--- config.mk ---
export PLATFORM = sky130hd
export DESIGN_NAME = clksel_ctrl_flat
export DESIGN_NICKNAME = d
export VERILOG_FILES = /design/src/rtl/clksel_pkg.sv /design/src/rtl/clksel_ctrl_if.sv /design/src/rtl/sync2.sv /design/src/rtl/clksel_ctrl.sv /design/src/flat_wrapper.sv
export SDC_FILE = /design/constraint.sdc
export NUM_CORES = 1
export LEC_CHECK = 0
export ABC_AREA = 1
export BUFFER_PORTS_ARGS = -buffer_cell sky130_fd_sc_hd__buf_2
export CAP_MARGIN = 20
export CELL_PAD_IN_SITES_DETAIL_PLACEMENT = 1
export CELL_PAD_IN_SITES_GLOBAL_PLACEMENT = 1
export CORE_UTILIZATION = 35
export CTS_BUF_LIST = sky130_fd_sc_hd__clkbuf_16
export DETAILED_ROUTE_END_ITERATION = 7
export GPL_TIMING_DRIVEN = 1
export MAX_ROUTING_LAYER = met4
export PLACE_DENSITY_LB_ADDON = 0.3
export SYNTH_ARGS = -nofsm -noshare
export SYNTH_HDL_FRONTEND = slang
export SYNTH_HIERARCHICAL = 1
export SYNTH_SLANG_ARGS = --single-unit
--- constraint.sdc ---
create_clock -name clk_in -period 1.96 [get_ports clk_in]
set_input_delay 0.196 -clock clk_in [delete_from_list [all_inputs] [get_ports clk_in]]
set_output_delay 0.196 -clock clk_in [all_outputs]
set_load 0.05 [all_outputs]
--- src/rtl/clksel_pkg.sv ---
// Shared types and constants for the clock-select request controller.
package clksel_pkg;

  typedef enum logic [1:0] {
    LS    = 2'd0,
    TO_HS = 2'd1,
    HS    = 2'd2,
    TO_LS = 2'd3
  } clksel_state_e;

  localparam int CFG_TURBO_BIT = 0;
  localparam int CFG_DIV_LSB   = 1;
  localparam int CFG_DIV_MSB   = 2;

  localparam logic [1:0] DIV_RESET_DEF = 2'b11;

  // Bank-0 pages inside [lo, hi] must run on the motherboard clock.
  function automatic logic page_is_slow(input logic [7:0] bank,
                                        input logic [7:0] page,
                                        input logic [7:0] lo,
                                        input logic [7:0] hi);
    return (bank == 8'h00) && (page >= lo) && (page <= hi);
  endfunction

endpackage

--- src/rtl/clksel_ctrl_if.sv ---
// CPU-side bus into the clock-select controller: address decode strobe,
// config write port and the ready/stall line back to the CPU.
interface clksel_ctrl_if;
  logic       addr_valid;
  logic [7:0] bank;
  logic [7:0] addr_hi;
  logic       cfg_wr;
  logic [2:0] cfg_data;
  logic       cpu_rdy;

  modport master (
    output addr_valid, bank, addr_hi, cfg_wr, cfg_data,
    input  cpu_rdy
  );

  modport slave (
    input  addr_valid, bank, addr_hi, cfg_wr, cfg_data,
    output cpu_rdy
  );
endinterface

--- src/rtl/sync2.sv ---
// Two-flop synchroniser for a level from another clock domain, with a
// selectable reset value.
module sync2 #(
  parameter logic RST_VAL = 1'b0
) (
  input  logic clk,
  input  logic rst,
  input  logic d,
  output logic q
);

  logic meta;

  always_ff @(posedge clk) begin
    if (rst) begin
      meta <= RST_VAL;
      q    <= RST_VAL;
    end else begin
      meta <= d;
      q    <= meta;
    end
  end

endmodule

--- src/rtl/clksel_ctrl.sv ---
// Clock-select request controller: decodes CPU cycles into hs/ls clock requests
// and stalls the CPU on downward switches. Optional watchdog: CLKSEL_TIMEOUT_EN.
//
// state | meaning
// LS    | running on the low-speed clock, dwell timer counting down
// TO_HS | hs requested, waiting for the switch to report hs selected
// HS    | running on the high-speed clock
// TO_LS | ls requested, waiting for ls selected and hs released
module clksel_ctrl
  import clksel_pkg::*;
#(
  parameter logic [7:0]  SLOW_PAGE_LO  = 8'hFC,
  parameter logic [7:0]  SLOW_PAGE_HI  = 8'hFE,
  parameter int unsigned MIN_LS_CYCLES = 8,
  parameter logic [1:0]  DIV_RESET     = DIV_RESET_DEF
`ifdef CLKSEL_TIMEOUT_EN
  ,
  parameter int unsigned TIMEOUT_CYCLES = 255
`endif
) (
  input  logic             clk_in,
  input  logic             rst,
  clksel_ctrl_if.slave     bus,
  input  logic             hsclk_selected,
  input  logic             lsclk_selected,
  output logic             hsclk_sel,
  output logic [1:0]       cpuclk_div_sel,
  output logic             switching,
  output logic             timeout_err
);

  localparam logic [7:0] DWELL_INIT = 8'(MIN_LS_CYCLES);

  clksel_state_e state, state_n;
  logic          hs_ack, ls_ack;
  logic          slow, fast;
  logic          turbo_en;
  logic [1:0]    div_pending;
  logic [7:0]    dwell, dwell_n;
  logic          hsclk_sel_n, cpu_rdy, cpu_rdy_n;
  logic          wd_hit;

  sync2 #(.RST_VAL(1'b0)) u_sync_hs (
    .clk (clk_in),
    .rst (rst),
    .d   (hsclk_selected),
    .q   (hs_ack)
  );

  sync2 #(.RST_VAL(1'b1)) u_sync_ls (
    .clk (clk_in),
    .rst (rst),
    .d   (lsclk_selected),
    .q   (ls_ack)
  );

  assign slow = page_is_slow(bus.bank, bus.addr_hi, SLOW_PAGE_LO, SLOW_PAGE_HI);
  assign fast = !slow && turbo_en;

`ifdef CLKSEL_TIMEOUT_EN
  logic [7:0] wd;
  logic       in_switch;
  logic       timeout_err_q;

  assign in_switch = (state == TO_HS) || (state == TO_LS);
  // Fires on the edge where wd becomes TIMEOUT_CYCLES.
  assign wd_hit    = in_switch && (wd == 8'(TIMEOUT_CYCLES - 1));

  always_ff @(posedge clk_in) begin
    if (rst) begin
      wd            <= '0;
      timeout_err_q <= 1'b0;
    end else begin
      if ((state_n != state) && ((state_n == TO_HS) || (state_n == TO_LS))) begin
        wd <= '0;
      end else if (in_switch && (wd != 8'(TIMEOUT_CYCLES))) begin
        wd <= wd + 8'd1;
      end
      if (wd_hit) begin
        timeout_err_q <= 1'b1;
      end
    end
  end

  assign timeout_err = timeout_err_q;
`else
  assign wd_hit      = 1'b0;
  assign timeout_err = 1'b0;
`endif

  always_comb begin
    state_n     = state;
    hsclk_sel_n = hsclk_sel;
    cpu_rdy_n   = cpu_rdy;
    dwell_n     = dwell;
    unique case (state)
      LS: begin
        if (dwell != 8'd0) begin
          dwell_n = dwell - 8'd1;
        end
        if (bus.addr_valid && fast && (dwell == 8'd0)) begin
          state_n     = TO_HS;
          hsclk_sel_n = 1'b1;
        end
      end
      TO_HS: begin
        // A slow access beats every other exit so it never runs on the fast clock.
        if (bus.addr_valid && slow) begin
          state_n     = TO_LS;
          hsclk_sel_n = 1'b0;
          cpu_rdy_n   = 1'b0;
        end else if (wd_hit || !turbo_en) begin
          state_n     = TO_LS;
          hsclk_sel_n = 1'b0;
        end else if (hs_ack) begin
          state_n = HS;
        end
      end
      HS: begin
        if (bus.addr_valid && slow) begin
          state_n     = TO_LS;
          hsclk_sel_n = 1'b0;
          cpu_rdy_n   = 1'b0;
        end else if (!turbo_en) begin
          state_n     = TO_LS;
          hsclk_sel_n = 1'b0;
        end
      end
      TO_LS: begin
        if (ls_ack && !hs_ack) begin
          state_n   = LS;
          cpu_rdy_n = 1'b1;
          dwell_n   = DWELL_INIT;
        end
      end
      default: begin
        state_n     = LS;
        hsclk_sel_n = 1'b0;
        cpu_rdy_n   = 1'b1;
      end
    endcase
  end

  always_ff @(posedge clk_in) begin
    if (rst) begin
      state     <= LS;
      hsclk_sel <= 1'b0;
      cpu_rdy   <= 1'b1;
      switching <= 1'b0;
      dwell     <= DWELL_INIT;
    end else begin
      state     <= state_n;
      hsclk_sel <= hsclk_sel_n;
      cpu_rdy   <= cpu_rdy_n;
      switching <= (state_n == TO_HS) || (state_n == TO_LS);
      dwell     <= dwell_n;
    end
  end

  // The divider only moves while the hs clock is confirmed idle.
  always_ff @(posedge clk_in) begin
    if (rst) begin
      turbo_en       <= 1'b0;
      div_pending    <= DIV_RESET;
      cpuclk_div_sel <= DIV_RESET;
    end else begin
      if (bus.cfg_wr) begin
        turbo_en    <= bus.cfg_data[CFG_TURBO_BIT];
        div_pending <= bus.cfg_data[CFG_DIV_MSB:CFG_DIV_LSB];
      end
      if ((state == TO_HS) && wd_hit) begin
        turbo_en <= 1'b0;
      end
      if ((state == LS) && ls_ack) begin
        cpuclk_div_sel <= div_pending;
      end
    end
  end

  assign bus.cpu_rdy = cpu_rdy;

endmodule

--- src/flat_wrapper.sv ---
// flat-port wrapper written by rule: the top's interface ports become plain ports
module clksel_ctrl_flat import clksel_pkg::*;
#(
  parameter logic [7:0]  SLOW_PAGE_LO  = 8'hFC,
  parameter logic [7:0]  SLOW_PAGE_HI  = 8'hFE,
  parameter int unsigned MIN_LS_CYCLES = 8,
  parameter logic [1:0]  DIV_RESET     = DIV_RESET_DEF

)
  (clk_in, rst, hsclk_selected, lsclk_selected, hsclk_sel, cpuclk_div_sel, switching, timeout_err, bus_addr_valid, bus_bank, bus_addr_hi, bus_cfg_wr, bus_cfg_data, bus_cpu_rdy);
  clksel_ctrl_if bus_i ();
  input  logic clk_in;
  input  logic rst;
  input  logic hsclk_selected;
  input  logic lsclk_selected;
  output logic hsclk_sel;
  output logic [1:0] cpuclk_div_sel;
  output logic switching;
  output logic timeout_err;
  input wire logic [$bits(bus_i.addr_valid)-1:0] bus_addr_valid;
  input wire logic [$bits(bus_i.bank)-1:0] bus_bank;
  input wire logic [$bits(bus_i.addr_hi)-1:0] bus_addr_hi;
  input wire logic [$bits(bus_i.cfg_wr)-1:0] bus_cfg_wr;
  input wire logic [$bits(bus_i.cfg_data)-1:0] bus_cfg_data;
  output wire logic [$bits(bus_i.cpu_rdy)-1:0] bus_cpu_rdy;
  assign bus_i.addr_valid = bus_addr_valid;
  assign bus_i.bank = bus_bank;
  assign bus_i.addr_hi = bus_addr_hi;
  assign bus_i.cfg_wr = bus_cfg_wr;
  assign bus_i.cfg_data = bus_cfg_data;
  assign bus_cpu_rdy = bus_i.cpu_rdy;
  clksel_ctrl #(.SLOW_PAGE_LO(SLOW_PAGE_LO), .SLOW_PAGE_HI(SLOW_PAGE_HI), .MIN_LS_CYCLES(MIN_LS_CYCLES), .DIV_RESET(DIV_RESET)) u_core (.clk_in(clk_in), .rst(rst), .bus(bus_i), .hsclk_selected(hsclk_selected), .lsclk_selected(lsclk_selected), .hsclk_sel(hsclk_sel), .cpuclk_div_sel(cpuclk_div_sel), .switching(switching), .timeout_err(timeout_err));
endmodule
==> results.py <==
metrics = {
    "cts": {
        "cts_buffers": 3,
        "clk_path_buf_depth": 2,
        "cts_tree": "built",
        "clock-sinks": 22,
        "cts_max_level": 1,
        "post-cts-setup-buffer-count": 0,
        "cts.clk_slew.worst_paths_ns": 0.06,
        "root_buffer": "clkbuf_16",
        "clk_latency_ns": 0.25,
        "cts_resized": 0,
        "hold_buffers": 0,
    },
    "setup_path": {
        "slowest_stage": "dfxtp_1",
        "cp.required_ns": 2.10,
        "critical_path.max_stage_delay_ns": 0.36,
        "critPathKind": "reg2reg",
        "arrival_ns": 1.83,
        "worstPathMaxFanout": 8,
        "cp-start-kind": "flip-flop",
        "reg2reg_setup_slack_ns": 0.27,
        "critical_path.cell_chain": "inv_1 -> ha_1 -> inv_2 -> a21oi_2 -> nand2_4 -> o21ai_2 -> o21bai_1 -> nor2_1",
        "end_kind": "flip-flop",
    },
    "pwr": {
        "power_density_nw_per_um2": 1350,
        "peakVddDrop_mv": 0.618,
        "p_leak_nw": 0.724,
    },
    "synth": {
        "synth.net_count": 199,
        "syn_avg_cell_area_um2": 6.92,
        "yosysTopAreaCellShare_pct": 37.9,
        "synth_top_area_cell": "dfxtp_1",
        "yosysUniqueCellTypes": 26,
        "yosys_register_bits": 22,
        "yosys_warnings": 6,
        "syn_area_um2": 1160,
        "syn_inst": 168,
        "yosys-top-cells-area": "dfxtp_1 (38%), nand2_1 (13%), nor2_1 (8.1%), inv_1 (6.8%), ha_1 (6.5%)",
        "yosysSeqAreaShare_pct": 37.9,
    },
    "status": {
        "status": "finished, final reports clean",
    },
    "detailed_routing": {
        "viasPerCell": 4.76,
        "wire_per_inst_um": 12.6,
        "drc": 0,
        "vias": 1162,
        "initialDrtViolationCount": 21,
        "drtPass1Iterations": 4,
        "ant_nets": 0,
        "routed_wirelength_um": 3090,
    },
    "floorplanning": {
        "initial_core_util_pct": 37.5,
        "pin_count": 31,
        "core.rowCount": 20,
        "die_x_um": 59.6,
        "die_y_um": 59.6,
        "die_area_um2": 3560,
        "core_area_um2": 3100,
    },
    "sta": {
        "tns_ns": 0,
        "fin_skew_ns": 0.00333,
        "holdWs_ns": 0.118,
        "setup_ws_ns": 0.271,
        "period_needed_ns": 1.69,
        "fin_crit_sh_pct": 86.2,
        "max_freq_mhz": 592,
        "final-setup-viol-count": 0,
        "hold_viol_final": 0,
        "slew_violations": 0,
        "rsz0062_at_grt": "no",
    },
    "finish": {
        "nets": 232,
        "seq_area_um2": 440,
        "areaGrowthSynthToFinish_pct": 25.6,
        "num-fill-cells": 421,
        "antenna_cells": 0,
        "drive_gt1_share_pct": 23.0,
        "multiInputGateArea_um2": 622,
    },
    "min_path": {
        "hold_class": "in2reg",
    },
    "grt": {
        "grt_pass1_vias": 1162,
        "grt_pass1_wl_um": 5010,
        "antenna_found_initial": 0,
        "grt_overflow": 0,
        "grt_max_degree": 14,
        "grt_usage_pct": 19.9,
    },
    "placement": {
        "portBuffers": 29,
        "post-dp-hpwl_um": 2440,
        "place_ws_ns": 0.302,
        "globalplace.congestion": 0.910,
    },
    "run": {
        "cap_violations": 0,
    },
}
==> synthesized netlist by cell type <==
| master | instances |
|---|---|
| nand2_1 | 41 |
| xnor2_1 | 1 |
| o21ai_0 | 3 |
| nor3_1 | 2 |
| o21ai_2 | 1 |
| inv_4 | 1 |
| nor2_2 | 3 |
| conb_1 | 1 |
| xor2_1 | 3 |
| inv_2 | 2 |
| a21oi_4 | 1 |
| a31oi_1 | 1 |
| a211oi_1 | 1 |
| nor2_1 | 25 |
| a21oi_1 | 8 |
| nand3_1 | 14 |
| nand2_4 | 1 |
| nand4_1 | 1 |
| a21oi_2 | 1 |
| ha_1 | 6 |
| nand2_2 | 3 |
| dfxtp_1 | 22 |
| o21ai_1 | 3 |
| inv_1 | 21 |
| buf_4 | 1 |
| o21bai_1 | 1 |
==> state kept, by name (all words and copies together), names as in the netlist <==
name and cells:
u_core/bus.cpu_rdy 1, u_core/cpuclk_div_sel 2, u_core/div_pending 2, u_core/dwell 8
u_core/hsclk_sel 1, u_core/state 2, u_core/switching 1, u_core/turbo_en 1
u_core/u_sync_hs/meta 1, u_core/u_sync_hs/q 1, u_core/u_sync_ls/meta 1, u_core/u_sync_ls/q 1
==> area by class of cell <==
| type | count | area share (%) |
|---|---|---|
| multi-input combinational | 121 | 42.6 |
| inverter | 24 | 6.34 |
| tap | 44 | 3.77 |
| timing repair buffer | 29 | 9.94 |
| sequential | 22 | 30.2 |
| clock inverter | 1 | 2.06 |
| clock buffer | 3 | 5.14 |
==> cells in the final DEF, fill, tap and decap left out, drive strengths merged <==
| cell | instances |
|---|---|
| nand2 | 45 |
| buf | 29 |
| nor2 | 28 |
| inv | 24 |
| dfxtp | 22 |
| nand3 | 14 |
| a21oi | 10 |
| o21ai | 7 |
| ha | 6 |
| clkbuf | 3 |
| xor2 | 3 |
| nor3 | 2 |
| bufinv | 1 |
| o21bai | 1 |
| nand4 | 1 |
| xnor2 | 1 |
| a211oi | 1 |
| a31oi | 1 |
| conb | 1 |
==> power breakdown <==
group	switching (mW)	leakage [nW]	internal, mW
clock network	0.164	0.0511	0.405
logic	0.515	0.492	0.251
registers	0.0852	0.181	0.550
==> final timing paths <==
kind,cells past startpoint,from,end
setup / recovery,8,u_core/state[1]$_SDFF_PP0_,u_core/dwell[6]$_SDFFE_PP0P_
hold / removal,3,lsclk_selected,u_core/u_sync_ls/meta$_SDFF_PP1_
setup reg to reg,8,u_core/state[1]$_SDFF_PP0_,u_core/dwell[6]$_SDFFE_PP0P_
hold reg to reg,2,u_core/u_sync_ls/meta$_SDFF_PP1_,u_core/u_sync_ls/q$_SDFF_PP1_
==> routing by layer <==
| metal | wire, um | up-vias | track usage (%) |
|---|---|---|---|
| met1 | 1370 | 533 | 22.7 |
| met5 | 0 | - | - |
| met3 | 163 | 4 | 3.93 |
| met2 | 1500 | 37 | 33.7 |
| met4 | 54 | 0 | 8.64 |
| li1 | - | 588 | - |
==> cell families (layout without fill, tap and decap cells) <==
| logic type | Yosys count | in the layout | synth area share [%] |
|---|---|---|---|
| compound gates | 20 | 20 | 10.8 |
| xor+xnor | 4 | 4 | 3.01 |
| fa+ha+maj | 6 | 6 | 6.46 |
| buf+inv | 25 | 57 | 8.61 |
| flops | 22 | 22 | 37.9 |
| other cells | 1 | 1 | 0.323 |
| simple gates | 90 | 90 | 32.9 |
==> worst max-delay path, delay by kind of cell, from the launching register on <==
family	cells	cell delay (ns)
flip-flops	1	0.36
buffers and inverters	2	0.19
AND/OR/NAND/NOR	2	0.17
AO/OA/AOI/OAI	3	0.56
adder cells (fa/ha/maj)	1	0.31
==> metrics by stage <==
step	std cells	utilization [%]	total power [mW]	area, um2
global route	244	47.1	2.12	1460
finish	244	47.1	1.97	1460
global placement	240	43.7	1.37	1360
detailed placement	240	43.7	1.41	1360
CTS	244	47.1	1.99	1460
floorplan	168	-	1.21	1160
No activity file was read; power rests on OpenSTA's default activity.
